--- src/rtl/rv32_pkg.sv ---
// rv32_pkg: RV32I opcodes, immediate format codes and per-format immediate extraction.
package rv32_pkg;
    localparam logic [6:0] OP_LUI    = 7'b0110111;
    localparam logic [6:0] OP_AUIPC  = 7'b0010111;
    localparam logic [6:0] OP_JAL    = 7'b1101111;
    localparam logic [6:0] OP_JALR   = 7'b1100111;
    localparam logic [6:0] OP_BRANCH = 7'b1100011;
    localparam logic [6:0] OP_LOAD   = 7'b0000011;
    localparam logic [6:0] OP_STORE  = 7'b0100011;
    localparam logic [6:0] OP_IMM    = 7'b0010011;

    typedef enum logic [2:0] {
        FMT_NONE = 3'd0,
        FMT_I    = 3'd1,
        FMT_S    = 3'd2,
        FMT_B    = 3'd3,
        FMT_U    = 3'd4,
        FMT_J    = 3'd5
    } imm_fmt_e;

    function automatic logic [31:0] imm_i(input logic [31:0] w);
        return {{20{w[31]}}, w[31:20]};
    endfunction

    function automatic logic [31:0] imm_s(input logic [31:0] w);
        return {{20{w[31]}}, w[31:25], w[11:7]};
    endfunction

    function automatic logic [31:0] imm_b(input logic [31:0] w);
        return {{19{w[31]}}, w[31], w[7], w[30:25], w[11:8], 1'b0};
    endfunction

    function automatic logic [31:0] imm_u(input logic [31:0] w);
        return {w[31:12], 12'b0};
    endfunction

    function automatic logic [31:0] imm_j(input logic [31:0] w);
        return {{11{w[31]}}, w[31], w[19:12], w[20], w[30:21], 1'b0};
    endfunction

    // Full 7-bit compare: the two low bits are decoded too, so compressed words fall to NONE.
    function automatic imm_fmt_e fmt_of(input logic [6:0] op);
        case (op)
            OP_LUI, OP_AUIPC:         return FMT_U;
            OP_JALR, OP_LOAD, OP_IMM: return FMT_I;
            OP_STORE:                 return FMT_S;
            OP_BRANCH:                return FMT_B;
            OP_JAL:                   return FMT_J;
            default:                  return FMT_NONE;
        endcase
    endfunction
endpackage

--- src/rtl/imm_decode.sv ---
// imm_decode: purely combinational RV32I immediate extraction and format classification.
module imm_decode
    import rv32_pkg::*;
(
    input  logic [31:0] instr,
    output logic [31:0] imm,
    output logic [2:0]  imm_fmt,
    output logic        imm_ok
);
    imm_fmt_e fmt;

    always_comb begin
        fmt     = fmt_of(instr[6:0]);
        imm     = fmt == FMT_I ? imm_i(instr) :
                  fmt == FMT_S ? imm_s(instr) :
                  fmt == FMT_B ? imm_b(instr) :
                  fmt == FMT_U ? imm_u(instr) :
                  fmt == FMT_J ? imm_j(instr) : 32'd0;
        imm_fmt = fmt;
        imm_ok  = fmt != FMT_NONE;
    end
endmodule

--- src/rtl/imm_gen.sv ---
// imm_gen: RV32I immediate generator with combinational outputs and a one-cycle registered copy.
module imm_gen
    import rv32_pkg::*;
(
    input  logic        clk,
    input  logic        rst_n,
    input  logic [31:0] instr,
    input  logic        in_valid,
    output logic [31:0] imm,
    output logic [2:0]  imm_fmt,
    output logic        imm_ok,
    output logic [31:0] imm_q,
    output logic [2:0]  imm_fmt_q,
    output logic        imm_ok_q,
    output logic        out_valid
);
    imm_decode u_dec (
        .instr  (instr),
        .imm    (imm),
        .imm_fmt(imm_fmt),
        .imm_ok (imm_ok)
    );

    // Payload holds when in_valid is low; only out_valid follows every edge.
    always_ff @(posedge clk or negedge rst_n) begin
        if (!rst_n) begin
            imm_q     <= 32'd0;
            imm_fmt_q <= FMT_NONE;
            imm_ok_q  <= 1'b0;
            out_valid <= 1'b0;
        end else begin
            out_valid <= in_valid;
            if (in_valid) begin
                imm_q     <= imm;
                imm_fmt_q <= imm_fmt;
                imm_ok_q  <= imm_ok;
            end
        end
    end
endmodule

--- config.mk ---
export PLATFORM = sky130hd
export DESIGN_NAME = imm_gen
export DESIGN_NICKNAME = d
export VERILOG_FILES = /design/src/rtl/rv32_pkg.sv /design/src/rtl/imm_decode.sv /design/src/rtl/imm_gen.sv
export SDC_FILE = /design/constraint.sdc
export NUM_CORES = 1
export LEC_CHECK = 0
export CAP_MARGIN = 40
export CORE_MARGIN = 5
export CORE_UTILIZATION = 44
export CTS_BUF_LIST = sky130_fd_sc_hd__clkbuf_2
export CTS_CLUSTER_DIAMETER = 100
export DETAILED_ROUTE_END_ITERATION = 16
export PLACE_DENSITY_LB_ADDON = 0.1
export SLEW_MARGIN = 20
export SYNTH_ARGS = -nofsm -noshare
export SYNTH_HDL_FRONTEND = slang
export SYNTH_HIERARCHICAL = 1
export SYNTH_SLANG_ARGS = --single-unit
--- constraint.sdc ---
create_clock -name clk -period 5.6 [get_ports clk]
set_clock_uncertainty 0.05 [all_clocks]
set_input_delay 1.12 -clock clk [delete_from_list [all_inputs] [get_ports clk]]
set_output_delay 1.12 -clock clk [all_outputs]
set_load 0.1 [all_outputs]
==> impl_metrics.py, run 1 <==
metrics = {
    "critical_path": {
        "critPathRequiredTime_ps": 4430,
        "r2r_cells": 1,
        "crit_fanout": 22,
        "end_kind": "primary output",
        "crit_arrival_ps": 3490,
        "crit_type": "in2out",
        "cp-start-kind": "input port",
    },
    "sta": {
        "max_slew_margin_pct": 59.86,
        "timing.final.crit_period_ps": 4664,
        "finalCritPeriodShare_pct": 83.29,
        "tightest_slew_ps": 596.5,
        "fmax_mhz": 214.4,
        "finalSetupViolations": 0,
        "setup_tns_ps": 0,
        "fin_ws_ps": 935.9,
        "rsz0062_at_grt": "false",
        "maxSlewViolCount": 0,
        "hold_viol_final": 0,
    },
    "detailed_routing": {
        "drtIter0Drc": 79,
        "num_vias": 1866,
        "wire_per_inst_um": 17.03,
        "viasPerCell": 5.126,
        "drc": 0,
        "dr.pass1.iters": 6,
        "ant_nets": 0,
        "wl_um": 6198,
    },
    "clock_tree": {
        "cts_resized": 0,
        "clk_latency_ps": 370,
        "htree_num_levels": 2,
        "cts_root_buf": "clkbuf_2",
        "postCtsHoldBufs": 0,
        "cts_made_buffers": 5,
        "cts_tree": "done",
        "clockBufferDepth": 2,
        "cts_sinks": 37,
        "path_clk_slew_ps": 200,
        "post_cts_buffers": 0,
    },
    "logic_synthesis": {
        "synthFlopType": "dfrtp_1",
        "ys_types": 36,
        "syn_inst": 170,
        "netlist.area_leader.share_pct": 44.26,
        "ys_warn_count": 6,
        "synth_top_cell_by_area": "dfrtp_1",
        "synth.area.top_cells": "dfrtp_1, mux2_4, a21o_1, mux2_2, buf_12",
        "synthesis.area_mm2": 0.002092,
        "syn_avg_cell_area_um2": 12.31,
        "synth-async-reset-ratio_pct": 100.0,
        "ys_seq_area_share_pct": 44.26,
        "synth-edff-count": 0,
        "synth-seq-cells": 37,
        "synth.net_count": 205,
    },
    "floorplanning": {
        "die_width_um": 78.96,
        "die-area_mm2": 0.006234,
        "initial_core_util_pct": 44.89,
        "die_h_um": 78.96,
        "io_pins": 108,
        "core_mm2": 0.004661,
        "placementRows": 25,
    },
    "final_layout": {
        "fin_nets": 344,
        "area_growth_pct": 80.26,
        "antenna_cells": 0,
        "drive_gt1_share_pct": 40.32,
        "postLayoutCoreUtil_pct": 80.91,
        "regArea_um2": 925.9,
        "fin_area_mm2": 0.003771,
        "finalNonFillerCells": 364,
        "final.fill_count": 269,
        "multi_input_area_mm2": 0.001018,
    },
    "global_route": {
        "track_usage_pct": 20.78,
        "grt_max_degree": 33,
        "grt_pass1_wl_um": 10140,
        "overflow": 0,
        "antenna_found_initial": 0,
        "grt_pass1_vias": 1997,
    },
    "placed_design": {
        "gp_congestion": 0.8303,
        "dp_slack_ps": 937.7,
        "hpwl_um": 4876,
        "io_buffer_count": 107,
        "placed_cells": 356,
        "placed_area_mm2": 0.003705,
    },
    "run_status": {
        "outcome": "completed",
    },
    "hold_path": {
        "min_path_cells": 1,
        "hold_class": "reg2reg",
    },
    "pwr": {
        "ir_drop_uv": 117.4,
        "power_density_mw_per_mm2": 184.0,
        "leakage_nw": 1.859,
    },
    "run": {
        "drv_cap": 0,
    },
}
## cell usage after synthesis (2+ instances only)
cell / instances
mux2_4: 31
buf_12: 3
o22ai_1: 6
nand4b_1: 3
a21oi_1: 5
a21o_1: 9
clkbuf_1: 7
nor2b_1: 2
nand2_1: 4
inv_1: 7
o21ai_1: 3
nand2b_1: 2
mux2_2: 6
nor2_1: 7
a211oi_1: 2
o21ai_0: 6
and3b_1: 2
dfrtp_1: 37
nand3_1: 10
buf_6: 2
## placed cells by master, fill, tap and decap left out, drive strengths merged, types with 2 or more instances in the layout
cell type / synthesis / routed
buf: 7 / 77
clkdlybuf4s50: 0 / 69
dfrtp: 37 / 37
mux2: 37 / 37
nand3: 10 / 10
a21o: 9 / 9
o21ai: 9 / 9
inv: 7 / 7
nor2: 7 / 7
o22ai: 6 / 6
a21oi: 6 / 6
clkbuf: 7 / 5
nand2: 4 / 4
nand4b: 3 / 3
nand2b: 2 / 2
nor2b: 2 / 2
and3b: 2 / 2
a211oi: 2 / 2
nor4b: 2 / 2
## power breakdown
group / switching (mW) / internal, mW
Combinational: 0.158 / 0.0928
Clock: 0.0897 / 0.0740
Sequential: 0.00434 / 0.275
## worst paths after layout
path                                start         to  slack (ps)
worst max-delay path             instr[5]    imm[20]         940
worst min-delay path             imm_q[4]   imm_q[4]         480
worst max register to register  imm_q[13]  imm_q[13]        4760
worst min register to register   imm_q[4]   imm_q[4]         480
max in group asynchronous           rst_n  imm_q[12]        4590
min in group asynchronous           rst_n  imm_q[11]         490
## registers in the layout, summed over array words and instances, names as in the netlist
register and cells:
imm_q 32, imm_ok_q 1, imm_fmt_q 3, out_valid 1
## through the flow
stage,total power [mW],hold slack (ps)
6_report,0.6939,483.8
5_1_grt,0.7224,448.4
4_1_cts,0.7007,474.3
3_5_place_dp,0.5362,441.2
3_3_place_gp,0.4983,438.9
2_1_floorplan,0.4402,774.4
## layer usage
metal | part of all wire [%] | up-vias | track usage, % | routed length (um)
li1 | - | 896 | - | -
met3 | 7.2 | 5 | 5.442 | 447
met5 | 0 | - | 0 | 0
met4 | 0.73 | 0 | 5.670 | 45
met1 | 44 | 882 | 27.09 | 2733
met2 | 48 | 83 | 34.30 | 2972
## logic make-up (layout without fill, tap and decap cells)
| logic type | Yosys count | after routing | share of synthesized area (%) |
|---|---|---|---|
| AO/OA/AOI/OAI | 37 | 37 | 11.42 |
| multiplexers | 37 | 37 | 25.48 |
| AND/OR/NAND/NOR | 38 | 38 | 11.78 |
| flip-flops | 37 | 37 | 44.26 |
| buffers and inverters | 21 | 161 | 7.058 |
## area by class of cell
cell class / count / area share, %
repair buffers: 146 / 44.19
multi-input cells: 112 / 27.01
flip-flops and latches: 37 / 24.55
well taps: 54 / 1.792
clock inverters: 3 / 1.095
inverters: 7 / 0.6967
clock buffers: 5 / 0.6636
## worst max-delay path, cell delays in order
cell and delay, ps:
clkdlybuf4s50_1 680, mux2_4 350, or4b_4 670, o21ai_0 310, buf_4 350
(Power assumes the default switching activity.)
==> run 2: changes to the inputs <==
--- a/config.mk
+++ b/config.mk
@@ -7,7 +7,7 @@
 export LEC_CHECK = 0
 export CAP_MARGIN = 40
 export CORE_MARGIN = 5
-export CORE_UTILIZATION = 44
+export CORE_UTILIZATION = 41
 export CTS_BUF_LIST = sky130_fd_sc_hd__clkbuf_2
 export CTS_CLUSTER_DIAMETER = 100
 export DETAILED_ROUTE_END_ITERATION = 16
==> constraint.sdc (replaced) <==
create_clock -name clk -period 4.6 [get_ports clk]
set_clock_uncertainty 0.05 [all_clocks]
set_input_delay 0.92 -clock clk [delete_from_list [all_inputs] [get_ports clk]]
set_output_delay 0.92 -clock clk [all_outputs]
set_load 0.1 [all_outputs]
==> impl_metrics.py, run 2 (synthesized netlist as in run 1, its figures left out) <==
metrics = {
    "run_status": {
        "outcome": "completed",
    },
    "critical_path": {
        "cp_top_family": "buffers and inverters",
        "critPathRequiredTime_ps": 3630,
        "worst_path_max_delay_cell": "or4b_4",
        "crit_chain": "clkdlybuf4s50_1 > mux2_4 > or4b_4 > o21ai_0 > buf_12",
        "crit_type": "in2out",
        "crit_arrival_ps": 3240,
        "r2r_slack_ps": 3740,
        "end_kind": "primary output",
        "slowest_delay_ps": 680,
        "r2r_cells": 1,
        "timing.rr.end": "imm_q[4]",
        "cp-start-kind": "input port",
        "crit_buf_inv": 2,
        "crit_fanout": 22,
        "r2r-start": "imm_q[4]",
    },
    "sta": {
        "tightest_slew_ps": 652.4,
        "hold_viol_final": 0,
        "rsz0062_at_grt": "false",
        "fmax_mhz": 237.6,
        "max_slew_margin_pct": 56.51,
        "whs_ps": 286.3,
        "timing.final.crit_period_ps": 4210,
        "finalCritPeriodShare_pct": 91.51,
        "maxSlewViolCount": 0,
        "finalSetupViolations": 0,
        "fin_ws_ps": 390.4,
    },
    "clock_tree": {
        "clk_latency_ps": 410,
        "cts_tree": "done",
        "cts_made_buffers": 5,
        "post_cts_buffers": 0,
        "cts_resized": 0,
        "path_clk_slew_ps": 190,
        "clockBufferDepth": 2,
        "postCtsHoldBufs": 0,
        "htree_num_levels": 2,
        "cts_root_buf": "clkbuf_2",
        "cts_sinks": 37,
    },
    "floorplanning": {
        "die-area_mm2": 0.006631,
        "initial_core_util_pct": 41.49,
        "placementRows": 26,
        "die_width_um": 81.43,
        "io_pins": 108,
        "core_mm2": 0.005042,
        "die_h_um": 81.43,
    },
    "detailed_routing": {
        "wl_um": 7313,
        "num_vias": 1914,
        "drc": 0,
        "drtIter0Drc": 82,
        "viasPerCell": 5.024,
        "dr.pass1.iters": 4,
        "ant_nets": 0,
        "wire_per_inst_um": 19.19,
    },
    "final_layout": {
        "multi_input_area_mm2": 0.001023,
        "antenna_cells": 0,
        "largest_reg_flops": 32,
        "largest_register": "imm_q",
        "fin_nets": 345,
        "final_cell_mix": "clkdlybuf4s50_1, dfrtp_1, buf_12",
        "regArea_um2": 925.9,
        "top_regs": "imm_q (32), imm_fmt_q (3)",
        "area_growth_pct": 101.5,
        "finalNonFillerCells": 381,
        "final_common_cell": "clkdlybuf4s50_1",
        "final.fill_count": 278,
        "drive_gt1_share_pct": 41.16,
    },
    "global_route": {
        "grt_max_degree": 30,
        "grt_pass1_wl_um": 11320,
        "grt_pass1_vias": 2106,
        "track_usage_pct": 23.00,
        "antenna_found_initial": 0,
        "overflow": 0,
    },
    "hold_path": {
        "hold_class": "in2async",
    },
    "pwr": {
        "leakage_nw": 1.964,
        "power_density_mw_per_mm2": 196.3,
        "ir_drop_uv": 177.7,
    },
    "placed_design": {
        "dp_slack_ps": 412.6,
        "gp_congestion": 0.8370,
        "placed_cells": 373,
        "io_buffer_count": 107,
        "hpwl_um": 5839,
    },
    "run": {
        "drv_cap": 0,
    },
}
-- run 2: layout make-up --
class | count | area share [%]
timing repair buffer | 147 | 50.10
multi-input combinational | 112 | 24.28
sequential | 37 | 21.96
tap | 70 | 2.078
clock buffer | 6 | 0.7124
inverter | 7 | 0.6233
clock inverter | 2 | 0.2375
-- run 2: through the flow --
step           power, mW  TNS, ps  cell area, um2  utilization [%]
2_1_floorplan     0.5362   -618.3            2097                -
3_3_place_gp      0.6302        0            3442            68.26
3_5_place_dp      0.6800        0            4175            82.80
4_1_cts           0.8311        0            4215            83.60
5_1_grt           0.8603        0            4215            83.60
6_report          0.8276        0            4215            83.60
-- run 2: routing by layer --
metal / routed length [um] / share of wire (%) / vias up / GRT usage, %
met5: 0 / 0 / - / 0
met4: 50 / 0.68 / 0 / 4.392
met3: 479 / 6.5 / 6 / 7.346
met2: 3884 / 53 / 59 / 41.04
met1: 2898 / 40 / 954 / 27.10
li1: - / - / 895 / -
-- run 2: power by group --
part           switching (mW)  internal [mW]
clock network           0.116         0.0381
logic                   0.200          0.133
registers             0.00597          0.335
total                   0.322          0.506
-- run 2: worst max-delay path by stage --
| stage | startpoint | end | slack [ps] | cells after the start |
|---|---|---|---|---|
| 6_report | instr[6] | imm[20] | 390 | 5 |
| 5_1_grt | instr[6] | imm[20] | 300 | 5 |
| 4_1_cts | instr[6] | imm[20] | 410 | 5 |
| 3_5_place_dp | instr[6] | imm[20] | 410 | 5 |
| 3_3_place_gp | instr[6] | imm[20] | 420 | 5 |
| 2_1_floorplan | instr[2] | imm[20] | -310 | 4 |
==> run 3: changes to the inputs <==
--- a/config.mk
+++ b/config.mk
@@ -7,7 +7,7 @@
 export LEC_CHECK = 0
 export CAP_MARGIN = 40
 export CORE_MARGIN = 5
-export CORE_UTILIZATION = 41
+export CORE_UTILIZATION = 40
 export CTS_BUF_LIST = sky130_fd_sc_hd__clkbuf_2
 export CTS_CLUSTER_DIAMETER = 100
 export DETAILED_ROUTE_END_ITERATION = 16
==> impl_metrics.py, run 3 (synthesized netlist as in run 1, its figures left out) <==
metrics = {
    "run": {
        "drv_cap": 0,
    },
    "final_layout": {
        "final.fill_count": 273,
        "largest_reg_flops": 32,
        "fin_nets": 345,
        "antenna_cells": 0,
        "largest_register": "imm_q",
        "regArea_um2": 925.9,
        "area_growth_pct": 99.22,
        "multi_input_area_mm2": 0.001023,
        "final_common_cell": "clkdlybuf4s50_1",
        "final_cell_mix": "clkdlybuf4s50_1, dfrtp_1, buf_12",
        "drive_gt1_share_pct": 41.16,
        "fin_area_mm2": 0.004168,
        "top_regs": "imm_q (32), imm_fmt_q (3)",
    },
    "clock_tree": {
        "cts_resized": 0,
        "clk_latency_ps": 410,
        "cts_sinks": 37,
        "clockBufferDepth": 2,
        "post_cts_buffers": 0,
        "postCtsHoldBufs": 0,
        "cts_made_buffers": 5,
        "cts_root_buf": "clkbuf_2",
        "htree_num_levels": 2,
        "path_clk_slew_ps": 230,
        "cts_tree": "done",
    },
    "detailed_routing": {
        "viasPerCell": 5.092,
        "wl_um": 7039,
        "ant_nets": 0,
        "drtIter0Drc": 79,
        "dr.pass1.iters": 4,
        "drc": 0,
        "num_vias": 1940,
        "wire_per_inst_um": 18.48,
    },
    "global_route": {
        "grt_pass1_vias": 2116,
        "antenna_found_initial": 0,
        "grt_max_degree": 32,
        "overflow": 0,
        "grt_pass1_wl_um": 11060,
        "track_usage_pct": 21.85,
    },
    "floorplanning": {
        "core_mm2": 0.005107,
        "die-area_mm2": 0.006777,
        "placementRows": 26,
        "io_pins": 108,
        "initial_core_util_pct": 40.96,
        "die_h_um": 82.32,
        "die_width_um": 82.32,
    },
    "pwr": {
        "leakage_nw": 1.942,
        "p_total_mw": 0.8237,
        "ir_drop_uv": 160.0,
        "power_density_mw_per_mm2": 197.6,
    },
    "placed_design": {
        "io_buffer_count": 107,
        "placed_area_mm2": 0.004125,
        "gp_congestion": 0.7915,
        "hpwl_um": 5657,
    },
    "critical_path": {
        "startpoint": "instr[6]",
        "r2r_cells": 1,
        "cp-start-kind": "input port",
        "r2r_slack_ps": 3750,
        "end_kind": "primary output",
        "crit_type": "in2out",
        "timing.rr.end": "imm_q[17]",
        "crit_arrival_ps": 3250,
        "crit_fanout": 22,
        "critPathRequiredTime_ps": 3630,
        "r2r-start": "imm_q[17]",
    },
    "sta": {
        "hold_viol_final": 0,
        "rsz0062_at_grt": "false",
        "finalCritPeriodShare_pct": 91.77,
        "fmax_mhz": 236.9,
        "tightest_slew_ps": 688.7,
        "max_slew_margin_pct": 53.66,
        "maxSlewViolCount": 0,
        "timing.final.crit_period_ps": 4222,
        "finalSetupViolations": 0,
    },
    "hold_path": {
        "hold_class": "in2async",
    },
    "run_status": {
        "outcome": "completed",
    },
}
-- run 3: changes by cell type in the layout (fill, tap and decap cells not counted), sizes merged --
cell and change:
clkinvlp +1, clkbuf -1
-- run 3: critical path, cell delays in order --
cell and delay (ps):
clkdlybuf4s50_1 590, mux2_4 370, or4b_4 660, o21ai_0 460, buf_12 240
-- run 3: cell type report --
type / instances / share of cell area, %
inverter: 7 / 0.6304
tap: 70 / 2.101
clock buffer: 5 / 0.6004
sequential: 37 / 22.22
timing repair buffer: 147 / 49.47
multi-input combinational: 112 / 24.56
clock inverter: 3 / 0.4203
-- run 3: report_power, final --
group,internal (mW),switching [mW]
sequential,0.335,0.00584
combinational,0.129,0.198
clock,0.0355,0.119
-- run 3: through the flow --
step	setup TNS, ps	setup slack, ps	instances	util [%]	hold WS (ps)
detailed placement	0	404.3	373	80.77	447.0
global placement	0	460.5	334	67.64	440.5
global route	0	309.0	381	81.60	227.5
finish	0	378.5	381	81.60	250.3
floorplan	-618.3	-309.1	170	-	574.4
CTS	0	405.2	381	81.60	235.4
-- run 3: how the worst max path moves through the flow --
stage | end | slack, ps | cells after the start
2_1_floorplan | imm[20] | -310 | 4
3_3_place_gp | imm[20] | 460 | 5
3_5_place_dp | imm[20] | 400 | 5
4_1_cts | imm[20] | 410 | 5
5_1_grt | imm[20] | 310 | 5
6_report | imm[20] | 380 | 5
-- run 3: metal layers --
metal / vias up / share of wire (%) / wire (um) / global-route usage (%)
met5: - / 0 / 0 / 0
li1: 894 / - / - / -
met4: 0 / 1.1 / 76 / 6.811
met1: 958 / 37 / 2635 / 24.69
met3: 7 / 9.6 / 675 / 7.484
met2: 81 / 52 / 3651 / 38.46
